<file path="config.mk">
export PLATFORM = sky130hd
export DESIGN_NAME = rv32i_fetch_unit_flat
export DESIGN_NICKNAME = d
export VERILOG_FILES = /design/src/rtl/rv32i_pkg.sv /design/src/rtl/rv32i_fetch_unit_if.sv /design/src/rtl/rv32i_fetch_fifo.sv /design/src/rtl/rv32i_fetch_unit.sv /design/src/flat_wrapper.sv
export SDC_FILE = /design/constraint.sdc
export NUM_CORES = 1
export LEC_CHECK = 0
export CORE_ASPECT_RATIO = 1.4
export CORE_UTILIZATION = 25
export CTS_CLUSTER_DIAMETER = 60
export DETAILED_ROUTE_END_ITERATION = 12
export HOLD_SLACK_MARGIN = 0.15
export SLEW_MARGIN = 20
export SYNTH_ARGS = -nofsm -noshare
export SYNTH_HDL_FRONTEND = slang
export SYNTH_SLANG_ARGS = --single-unit
export TNS_END_PERCENT = 5
</file>
<file path="constraint.sdc">
create_clock -name clk -period 11.5 [get_ports clk]
set_clock_uncertainty 0.1 [all_clocks]
set_input_delay 2.875 -clock clk [delete_from_list [all_inputs] [get_ports clk]]
set_output_delay 2.875 -clock clk [all_outputs]
set_load 0.05 [all_outputs]
</file>
<file path="src/rtl/rv32i_pkg.sv">
// Shared rv32i types: opcode/funct3 encodings, fetch FSM states and the fetch buffer entry.
package rv32i_pkg;

    localparam int XLEN = 32;
    localparam int ILEN = 32;

    typedef enum logic [6:0] {
        LOAD   = 7'd3,
        OP_IMM = 7'd19,
        STORE  = 7'd35,
        OP     = 7'd51
    } instr_type_t;

    typedef enum logic [2:0] {
        F_ADD_SUB = 3'd0,
        F_SLL     = 3'd1,
        F_SLT     = 3'd2,
        F_SLTU    = 3'd3,
        F_XOR     = 3'd4,
        F_SRL_SRA = 3'd5,
        F_OR      = 3'd6,
        F_AND     = 3'd7
    } func_code_t;

    typedef enum logic {
        FETCH = 1'b0,
        DRAIN = 1'b1
    } fetch_state_t;

    typedef struct packed {
        logic [XLEN-1:0] pc;
        logic [ILEN-1:0] instr;
    } fetch_entry_t;

    // Only the subset control_unit executes is legal; OP also needs a known funct7.
    function automatic logic is_illegal(input logic [ILEN-1:0] w);
        case (w[6:0])
            LOAD, OP_IMM, STORE: return 1'b0;
            OP:                  return !(w[31:25] == 7'h00 || w[31:25] == 7'h20);
            default:             return 1'b1;
        endcase
    endfunction

endpackage

</file>
<file path="src/rtl/rv32i_fetch_unit_if.sv">
// Fetch unit bus bundle: imem request/response, redirect and the decode channel.
interface rv32i_fetch_unit_if;
    import rv32i_pkg::*;

    logic            imem_req_valid;
    logic            imem_req_ready;
    logic [XLEN-1:0] imem_req_addr;
    logic            imem_rsp_valid;
    logic [ILEN-1:0] imem_rsp_data;
    logic            redirect_valid;
    logic [XLEN-1:0] redirect_pc;
    logic            dec_valid;
    logic            dec_ready;
    logic [XLEN-1:0] dec_pc;
    instr_type_t     dec_instr_type;
    func_code_t      dec_func_code;
    logic            dec_funct7b5;
    logic [4:0]      dec_rd;
    logic [4:0]      dec_rs1;
    logic [4:0]      dec_rs2;
    logic            dec_illegal;

    modport master (
        output imem_req_valid, imem_req_addr,
        input  imem_req_ready, imem_rsp_valid, imem_rsp_data,
        input  redirect_valid, redirect_pc, dec_ready,
        output dec_valid, dec_pc, dec_instr_type, dec_func_code, dec_funct7b5,
        output dec_rd, dec_rs1, dec_rs2, dec_illegal
    );

    modport slave (
        input  imem_req_valid, imem_req_addr,
        output imem_req_ready, imem_rsp_valid, imem_rsp_data,
        output redirect_valid, redirect_pc, dec_ready,
        input  dec_valid, dec_pc, dec_instr_type, dec_func_code, dec_funct7b5,
        input  dec_rd, dec_rs1, dec_rs2, dec_illegal
    );

endinterface

</file>
<file path="src/rtl/rv32i_fetch_fifo.sv">
// Synchronous {pc, instr} buffer with flush; push and pop may share a cycle at any fill level.
module rv32i_fetch_fifo
    import rv32i_pkg::*;
#(
    parameter int DEPTH = 2
) (
    input  logic                     clk,
    input  logic                     rst_n,
    input  logic                     flush,
    input  logic                     push,
    input  fetch_entry_t             din,
    input  logic                     pop,
    output fetch_entry_t             dout,
    output logic                     empty,
    output logic [$clog2(DEPTH):0]   count
);

    localparam int AW = $clog2(DEPTH);

    logic [AW-1:0] wptr, rptr;
    fetch_entry_t  mem [DEPTH];

    // Pointers wrap naturally because DEPTH is a power of two.
    always_ff @(posedge clk) begin
        if (!rst_n || flush) begin
            wptr  <= '0;
            rptr  <= '0;
            count <= '0;
        end else begin
            if (push) wptr <= wptr + 1'b1;
            if (pop)  rptr <= rptr + 1'b1;
            count <= count + {{AW{1'b0}}, push} - {{AW{1'b0}}, pop};
        end
    end

    always_ff @(posedge clk) begin
        if (push) mem[wptr] <= din;
    end

    assign dout  = mem[rptr];
    assign empty = (count == '0);

endmodule

</file>
<file path="src/rtl/rv32i_fetch_unit.sv">
// rv32i fetch/pre-decode: credit-limited in-order imem fetch, instruction buffer, field slicing,
// and redirect with drain of stale in-flight responses.
module rv32i_fetch_unit
    import rv32i_pkg::*;
#(
    parameter logic [XLEN-1:0] RESET_PC   = 32'h0000_0000,
    parameter int              FIFO_DEPTH = 2
) (
    input  logic                 clk,
    input  logic                 rst_n,
    rv32i_fetch_unit_if.master   bus
);

    localparam int CW = $clog2(FIFO_DEPTH);

    fetch_state_t    state;
    logic [XLEN-1:0] pc;
    logic [CW:0]     inflight, drop, drop_nxt, inflight_rsp, fifo_count;
    logic [CW+1:0]   used;
    logic            req_fire, rsp_keep, rsp_drop, pop, fifo_empty;
    logic [XLEN-1:0] rsp_pc;
    fetch_entry_t    fifo_dout, head;
    logic            unused_rpc_lsb;

    assign unused_rpc_lsb = ^bus.redirect_pc[1:0];

    assign used               = {1'b0, inflight} + {1'b0, fifo_count};
    assign bus.imem_req_valid = rst_n && (state == FETCH) && !bus.redirect_valid
                                && (used < (CW+2)'(FIFO_DEPTH));
    assign bus.imem_req_addr  = pc;
    assign req_fire           = bus.imem_req_valid && bus.imem_req_ready;

    assign rsp_drop     = bus.imem_rsp_valid && (drop != '0);
    assign rsp_keep     = bus.imem_rsp_valid && (drop == '0);
    assign drop_nxt     = drop - {{CW{1'b0}}, rsp_drop};
    assign inflight_rsp = inflight - {{CW{1'b0}}, bus.imem_rsp_valid};

    // Responses are in order, so the oldest outstanding request sits inflight words behind pc.
    assign rsp_pc = pc - {{(XLEN-CW-3){1'b0}}, inflight, 2'b00};

    always_ff @(posedge clk) begin
        if (!rst_n) begin
            pc       <= RESET_PC;
            inflight <= '0;
            drop     <= '0;
            state    <= FETCH;
        end else begin
            inflight <= inflight_rsp + {{CW{1'b0}}, req_fire};
            if (bus.redirect_valid) begin
                // Any response arriving now is lost to the flush, so it no longer needs dropping.
                pc    <= {bus.redirect_pc[XLEN-1:2], 2'b00};
                drop  <= inflight_rsp;
                state <= (inflight_rsp != '0) ? DRAIN : FETCH;
            end else begin
                if (req_fire) pc <= pc + 32'd4;
                drop <= drop_nxt;
                if (state == DRAIN && drop_nxt == '0) state <= FETCH;
            end
        end
    end

    assign pop = bus.dec_valid && bus.dec_ready;

    rv32i_fetch_fifo #(.DEPTH(FIFO_DEPTH)) u_fifo (
        .clk   (clk),
        .rst_n (rst_n),
        .flush (bus.redirect_valid),
        .push  (rsp_keep),
        .din   ('{pc: rsp_pc, instr: bus.imem_rsp_data}),
        .pop   (pop),
        .dout  (fifo_dout),
        .empty (fifo_empty),
        .count (fifo_count)
    );

    // Head is zeroed when empty so every decode output idles at 0.
    assign head               = fifo_empty ? '0 : fifo_dout;
    assign bus.dec_valid      = !fifo_empty;
    assign bus.dec_pc         = head.pc;
    assign bus.dec_instr_type = instr_type_t'(head.instr[6:0]);
    assign bus.dec_func_code  = func_code_t'(head.instr[14:12]);
    assign bus.dec_funct7b5   = head.instr[30];
    assign bus.dec_rd         = head.instr[11:7];
    assign bus.dec_rs1        = head.instr[19:15];
    assign bus.dec_rs2        = head.instr[24:20];
    assign bus.dec_illegal    = !fifo_empty && is_illegal(head.instr);

endmodule

</file>
<file path="src/flat_wrapper.sv">
// flat-port wrapper written by rule: the top's interface ports become plain ports
module rv32i_fetch_unit_flat import rv32i_pkg::*;
#(
    parameter logic [XLEN-1:0] RESET_PC   = 32'h0000_0000,
    parameter int              FIFO_DEPTH = 2
)
  (clk, rst_n, bus_imem_req_valid, bus_imem_req_addr, bus_imem_req_ready, bus_imem_rsp_valid, bus_imem_rsp_data, bus_redirect_valid, bus_redirect_pc, bus_dec_ready, bus_dec_valid, bus_dec_pc, bus_dec_instr_type, bus_dec_func_code, bus_dec_funct7b5, bus_dec_rd, bus_dec_rs1, bus_dec_rs2, bus_dec_illegal);
  rv32i_fetch_unit_if bus_i ();
  input  logic clk;
  input  logic rst_n;
  output wire logic [$bits(bus_i.imem_req_valid)-1:0] bus_imem_req_valid;
  output wire logic [$bits(bus_i.imem_req_addr)-1:0] bus_imem_req_addr;
  input wire logic [$bits(bus_i.imem_req_ready)-1:0] bus_imem_req_ready;
  input wire logic [$bits(bus_i.imem_rsp_valid)-1:0] bus_imem_rsp_valid;
  input wire logic [$bits(bus_i.imem_rsp_data)-1:0] bus_imem_rsp_data;
  input wire logic [$bits(bus_i.redirect_valid)-1:0] bus_redirect_valid;
  input wire logic [$bits(bus_i.redirect_pc)-1:0] bus_redirect_pc;
  input wire logic [$bits(bus_i.dec_ready)-1:0] bus_dec_ready;
  output wire logic [$bits(bus_i.dec_valid)-1:0] bus_dec_valid;
  output wire logic [$bits(bus_i.dec_pc)-1:0] bus_dec_pc;
  output wire logic [$bits(bus_i.dec_instr_type)-1:0] bus_dec_instr_type;
  output wire logic [$bits(bus_i.dec_func_code)-1:0] bus_dec_func_code;
  output wire logic [$bits(bus_i.dec_funct7b5)-1:0] bus_dec_funct7b5;
  output wire logic [$bits(bus_i.dec_rd)-1:0] bus_dec_rd;
  output wire logic [$bits(bus_i.dec_rs1)-1:0] bus_dec_rs1;
  output wire logic [$bits(bus_i.dec_rs2)-1:0] bus_dec_rs2;
  output wire logic [$bits(bus_i.dec_illegal)-1:0] bus_dec_illegal;
  assign bus_imem_req_valid = bus_i.imem_req_valid;
  assign bus_imem_req_addr = bus_i.imem_req_addr;
  assign bus_i.imem_req_ready = bus_imem_req_ready;
  assign bus_i.imem_rsp_valid = bus_imem_rsp_valid;
  assign bus_i.imem_rsp_data = bus_imem_rsp_data;
  assign bus_i.redirect_valid = bus_redirect_valid;
  assign bus_i.redirect_pc = bus_redirect_pc;
  assign bus_i.dec_ready = bus_dec_ready;
  assign bus_dec_valid = bus_i.dec_valid;
  assign bus_dec_pc = bus_i.dec_pc;
  assign bus_dec_instr_type = bus_i.dec_instr_type;
  assign bus_dec_func_code = bus_i.dec_func_code;
  assign bus_dec_funct7b5 = bus_i.dec_funct7b5;
  assign bus_dec_rd = bus_i.dec_rd;
  assign bus_dec_rs1 = bus_i.dec_rs1;
  assign bus_dec_rs2 = bus_i.dec_rs2;
  assign bus_dec_illegal = bus_i.dec_illegal;
  rv32i_fetch_unit #(.RESET_PC(RESET_PC), .FIFO_DEPTH(FIFO_DEPTH)) u_core (.clk(clk), .rst_n(rst_n), .bus(bus_i));
endmodule
</file>
==> metrics, run 1 <==
Synthesis Warnings 0; Inst Count DP 1,135; Vias/cell 4.58; main flop type after synthesis edfxtp_1; post-layout util 0.335; Root Driver clkbuf_16; Final period util 0.718; RSZ-0062 raised after global routing false; Async SR Flop Fraction 0; Worst slew margin 0.307; RD Place Congestion 0.739; DR iter-0 viols 250; P per Cell Area 155 mW/mm²; DIE AREA 0.0316 mm²; MaxCap Viol Count 0; PostCTS Resize Cnt 0; initial antenna violation count 0; Leakage 0.00340 µW; post-CTS setup buffers 0; Worst Path Max Fanout 19; switching share of power 0.299; core area 0.0301 mm²; hold buffer count at CTS 0; crit path kind primary input to output port; f_max 121 MHz; Synth area leader edfxtp_1; vias in the first global route 5,240; register area share after synthesis 0.587; Synth area leaders edfxtp_1 (48%), dfxtp_1 (10%), mux2i_1 (7.3%); CTS tree done; Register-to-Register Path Depth 8; CP Launch Type primary input; I/O Buffers 156; Net count, final 849; layout cells sized above 1 0.0818; Initial Util 0.256; post-route ant nets 0; Hold Vio Cnt, Final 0; Slew Viols, Final 0; Cell Rows 75; die width 150 µm; largest net degree at the start of global routing 63; Reg power frac 0.459; Pint 1100 µW; status finished clean; clk slew on worst S/H paths 0.07 ns; TritonCTS Sinks 164; power share of the combinational group 0.183; number of synthesized flops with an enable pin 124; Hold Worst Slack 0.425 ns; Finish-stage setup viols 0; wire per inst 16.7 µm; placed cell areas 0.00951 mm²; CTS H-tree lvls 4; Max Buffers Root-to-Sink 2; final cell count without fillers 1,167; Synth top area share 0.483; Post-synth top cells edfxtp_1 (124), nor2_1 (80), mux2i_1 (56); Psw 469 µW; Worst EP arrival 5.28 ns; Vias 5,349; final instance area 0.0101 mm²; iteration count of the initial detailed-routing pass 4; CP Capture Type output port; type of the tightest min-delay check flop to flop; Die Y 210 µm; I/O Pins 163; Total GRT Usage 0.126; DRT Wirelength 19,500 µm; ant diodes 0; critical path data required time 8.53 ns; Synth cell types 64; total gr overflow 0; Synth Instances 640; first-pass GRT wire length 29,900 µm; crit path time final 8.25 ns; DR DRC count 0; DPL Wire Length 13,400 µm; P&R area growth vs syn 30.9%; worst vdd ir 0.102 mV; Syn Area/Cell 12.0 µm²; CTS Buf Count 17; clock group share of total power 0.359; slew of the pin with the lowest slew margin 1.04 ns; count leader, synth edfxtp_1; clk_lat worst skew 0.44 ns; #FFs+latches synth 164; Netlist Area Pre-Place 0.00771 mm²; setup TNS 0 ns; Hold Path Depth 2
## power by group through the flow
| stage | registers, µW | clock network, µW | logic [µW] |
|---|---|---|---|
| after CTS | 720 | 580 | 291 |
| after floorplan | 740 | 0 | 177 |
| after global routing | 724 | 604 | 308 |
| after global placement | 732 | 0 | 287 |
| final | 720 | 562 | 286 |
| after detailed placement | 733 | 0 | 290 |
## state kept, by name (all words and copies together), names as in the netlist, named ones only
name,cells
u_core.u_fifo.mem,124
u_core.bus.imem_req_addr,30
u_core.drop,2
u_core.u_fifo.rptr,1
u_core.state,1
u_core.u_fifo.count,2
u_core.u_fifo.wptr,1
u_core.inflight,2
## logic make-up (layout without fill, tap and decap cells)
| logic type | Yosys count | in the layout | share of synthesized area |
|---|---|---|---|
| AO/OA/AOI/OAI | 71 | 71 | 0.0589 |
| adder cells (fa/ha/maj) | 10 | 10 | 0.0182 |
| AND/OR/NAND/NOR | 219 | 219 | 0.157 |
| buffers and inverters | 69 | 208 | 0.0474 |
| XOR/XNOR | 45 | 45 | 0.0511 |
| multiplexers | 61 | 61 | 0.0800 |
| flip-flops | 164 | 164 | 0.587 |
| other | 1 | 4 | 0.000486 |
## routing by layer
metal	GRT usage	up-vias	part of all wire
met4	0.0449	0	0.016
met1	0.155	2587	0.43
met2	0.217	162	0.51
met5	0	-	0
li1	-	2580	-
met3	0.0257	20	0.046
## worst max-delay path, cell delays in order
cell	delay, ns
clkdlybuf4s50_1	0.93
nor4b_2	0.38
nor2b_1	0.25
clkdlybuf4s50_1	0.84
## cell usage in the layout, fill, tap and decap left out, types with 5 or more instances in the layout
cell | Yosys | layout
a211oi_1 | 7 | 7
a21oi_1 | 11 | 11
a31oi_1 | 13 | 13
and2_1 | 13 | 13
and3_1 | 7 | 6
and4_1 | 7 | 7
clkbuf_16 | 0 | 18
clkdlybuf4s50_1 | 0 | 156
dfxtp_1 | 40 | 39
edfxtp_1 | 124 | 124
ha_1 | 8 | 8
inv_1 | 14 | 14
inv_6 | 0 | 6
mux2_2 | 5 | 5
mux2i_1 | 56 | 56
nand2_1 | 35 | 35
nand3_1 | 11 | 11
nand4_1 | 14 | 14
nor2_1 | 80 | 78
nor3_1 | 5 | 5
nor4_1 | 7 | 7
o21ai_0 | 17 | 17
o22ai_1 | 6 | 6
or4_1 | 5 | 5
xnor2_1 | 13 | 13
xor2_1 | 32 | 32
## final cells by class
type,instances,area [µm²]
Fill cell,2969,20000
Sequential cell,164,4530
Multi-Input combinational cell,410,2850
Timing Repair Buffer,160,1590
Tap cell,385,482
Clock buffer,18,450
Clock inverter,14,129
Inverter,16,60.1
## through the flow
step | power [µW] | setup slack [ns]
floorplan | 917 | 4.51
global placement | 1020 | 3.21
detailed placement | 1020 | 3.24
CTS | 1590 | 3.20
global route | 1640 | 3.13
finish | 1570 | 3.25
## path summary, 6_finish.rpt
check | start | to | slack [ns]
max | rst_n | bus_imem_req_valid | 3.25
min | u_core.u_fifo.rptr | u_core.u_fifo.rptr | 0.43
max reg2reg | u_core.u_fifo.count[0] | u_core.bus.imem_req_addr[16] | 8.08
min reg2reg | u_core.u_fifo.rptr | u_core.u_fifo.rptr | 0.43
(Power assumes the default switching activity.)
==> run 2: changes to the inputs <==
Clock period 11.5 ns to 8.5 ns, I/O delays scaled along.
==> run 2 against run 1 <==
  * Wire length decreased by 0.42%
  * Worst setup slack got worse by 1.5 ns
  * Final area decreased by 0.22%
  * Highest routed layer unchanged
  * Via count decreased by 0.95%
  * Largest power group unchanged
==> metrics, run 2 (synthesized netlist as in run 1, its figures left out) <==
status finished clean; cell chain of the critical path clkdlybuf4s50_1 > nor4b_2 > nor2b_1 > clkdlybuf4s50_1; DIE AREA 0.0316 mm²; CP most frequent cell clkdlybuf4s50_1; first-pass GRT wire length 29,600 µm; Net count, final 849; DR DRC count 0; initial antenna violation count 0; Vias 5,298; P&R area growth vs syn 30.6%; Top reg by flops u_core.u_fifo.mem; CTS H-tree lvls 4; Total GRT Usage 0.126; commonest non-fill, non-tap cells in the layout clkdlybuf4s50_1 (156), edfxtp_1 (124), nor2_1 (78); Leakage 0.00337 µW; Initial Util 0.256; WP buf/inv 2; slew of the pin with the lowest slew margin 1.05 ns; Max Buffers Root-to-Sink 2; TritonCTS Sinks 164; CP Capture Type output port; post-CTS setup buffers 0; total gr overflow 0; RD Place Congestion 0.745; setup TNS 0 ns; Setup WS pre-CTS 1.74 ns; RSZ-0062 raised after global routing false; DRT Wirelength 19,500 µm; Worst Path Max Fanout 19; DPL Wire Length 13,300 µm; core area 0.0301 mm²; type of the tightest min-delay check flop to flop; Top Family by Delay on Critical Path buffers and inverters; CTS Buf Count 17; commonest non-fill, non-tap cell in the layout clkdlybuf4s50_1; Die Y 210 µm; crit path kind primary input to output port; iteration count of the initial detailed-routing pass 4; clk_lat worst skew 0.43 ns; Root Driver clkbuf_16; die width 150 µm; I/O Buffers 156; Final period util 0.798; vias in the first global route 5,183; PnR Total Power 2100 µW; hold buffer count at CTS 0; final cell count without fillers 1,167; MaxCap Viol Count 0; Hold Worst Slack 0.421 ns; Final Worst Setup Slack 1.72 ns; largest net degree at the start of global routing 63; DR iter-0 viols 186; max FFs per register 124; clk slew on worst S/H paths 0.07 ns; Worst slew margin 0.297; ant diodes 0; P per Cell Area 208 mW/mm²; post-route ant nets 0; Hold Vio Cnt, Final 0; f_max 147 MHz; I/O Pins 163; CTS tree done; Inst Count DP 1,135; layout cells sized above 1 0.0767; crit path max-delay cell type clkdlybuf4s50_1; CP Launch Type primary input; Cell Rows 75; max incr delay on CP 0.98 ns; wire per inst 16.7 µm; Slew Viols, Final 0; Finish-stage setup viols 0; Worst EP arrival 4.55 ns; Vias/cell 4.54; critical path data required time 6.28 ns; worst vdd ir 0.141 mV; flop-to-flop setup slack 5.13 ns; PostCTS Resize Cnt 0; crit path time final 6.78 ns
==> run 2: cell types whose count changed in the layout (fill, tap and decap cells not counted) <==
cell,previous run,this run
inv_8,2,1
clkinv_2,2,0
clkinvlp_4,0,3
clkinv_4,3,2
clkbuf_1,0,2
clkbuf_16,18,17
inv_6,6,4
bufinv_16,0,1
clkinv_1,1,3
bufinv_8,1,0
==> run 2: worst reg2reg max path: cells and delay by family (launching register included) <==
kind,cells,cell delay [ns]
AO/OA/AOI/OAI,1,0.13
adder cells (fa/ha/maj),1,0.52
buffers and inverters,1,0.70
multiplexers,1,0.36
AND/OR/NAND/NOR,4,1.16
flip-flops,1,0.35
==> run 2: where the power goes <==
group	total (µW)	internal (µW)	leakage, µW	switching, µW
Clock	734	408	0.000262	326
Combinational	388	141	0.00162	246
Sequential	974	931	0.00148	43.4
==> run 2: path summary, 6_finish.rpt <==
check,startpoint,endpoint,cells after the start
worst max-delay path,rst_n,bus_imem_req_valid,4
worst max register to register,u_core.u_fifo.count[0],u_core.bus.imem_req_addr[10],8
worst min-delay path,u_core.u_fifo.rptr,flop,2
worst min register to register,u_core.u_fifo.rptr,flop,2
==> run 2: layout make-up <==
cell class                 instances  area [µm²]
fill                            2945       20100
timing repair buffer             160        1590
sequential                       164        4530
inverter                          16        60.1
clock buffer                      19         433
clock inverter                    13         124
tap                              385         482
multi-input combinational        410        2850
==> run 2: layer usage <==
metal	up-vias	GRT usage	share of wire	wire, µm
li1	2573	-	-	-
met5	-	0	0	0
met1	2571	0.152	0.43	8350
met4	0	0.0408	0.012	238
met3	13	0.0259	0.039	765
met2	141	0.220	0.52	10100
==> run 2: metrics by stage <==
| stage | util | cell area [µm²] |
|---|---|---|
| global placement | 0.316 | 9510 |
| global route | 0.334 | 10100 |
| CTS | 0.334 | 10100 |
| floorplan | - | 7720 |
| finish | 0.334 | 10100 |
| detailed placement | 0.316 | 9510 |
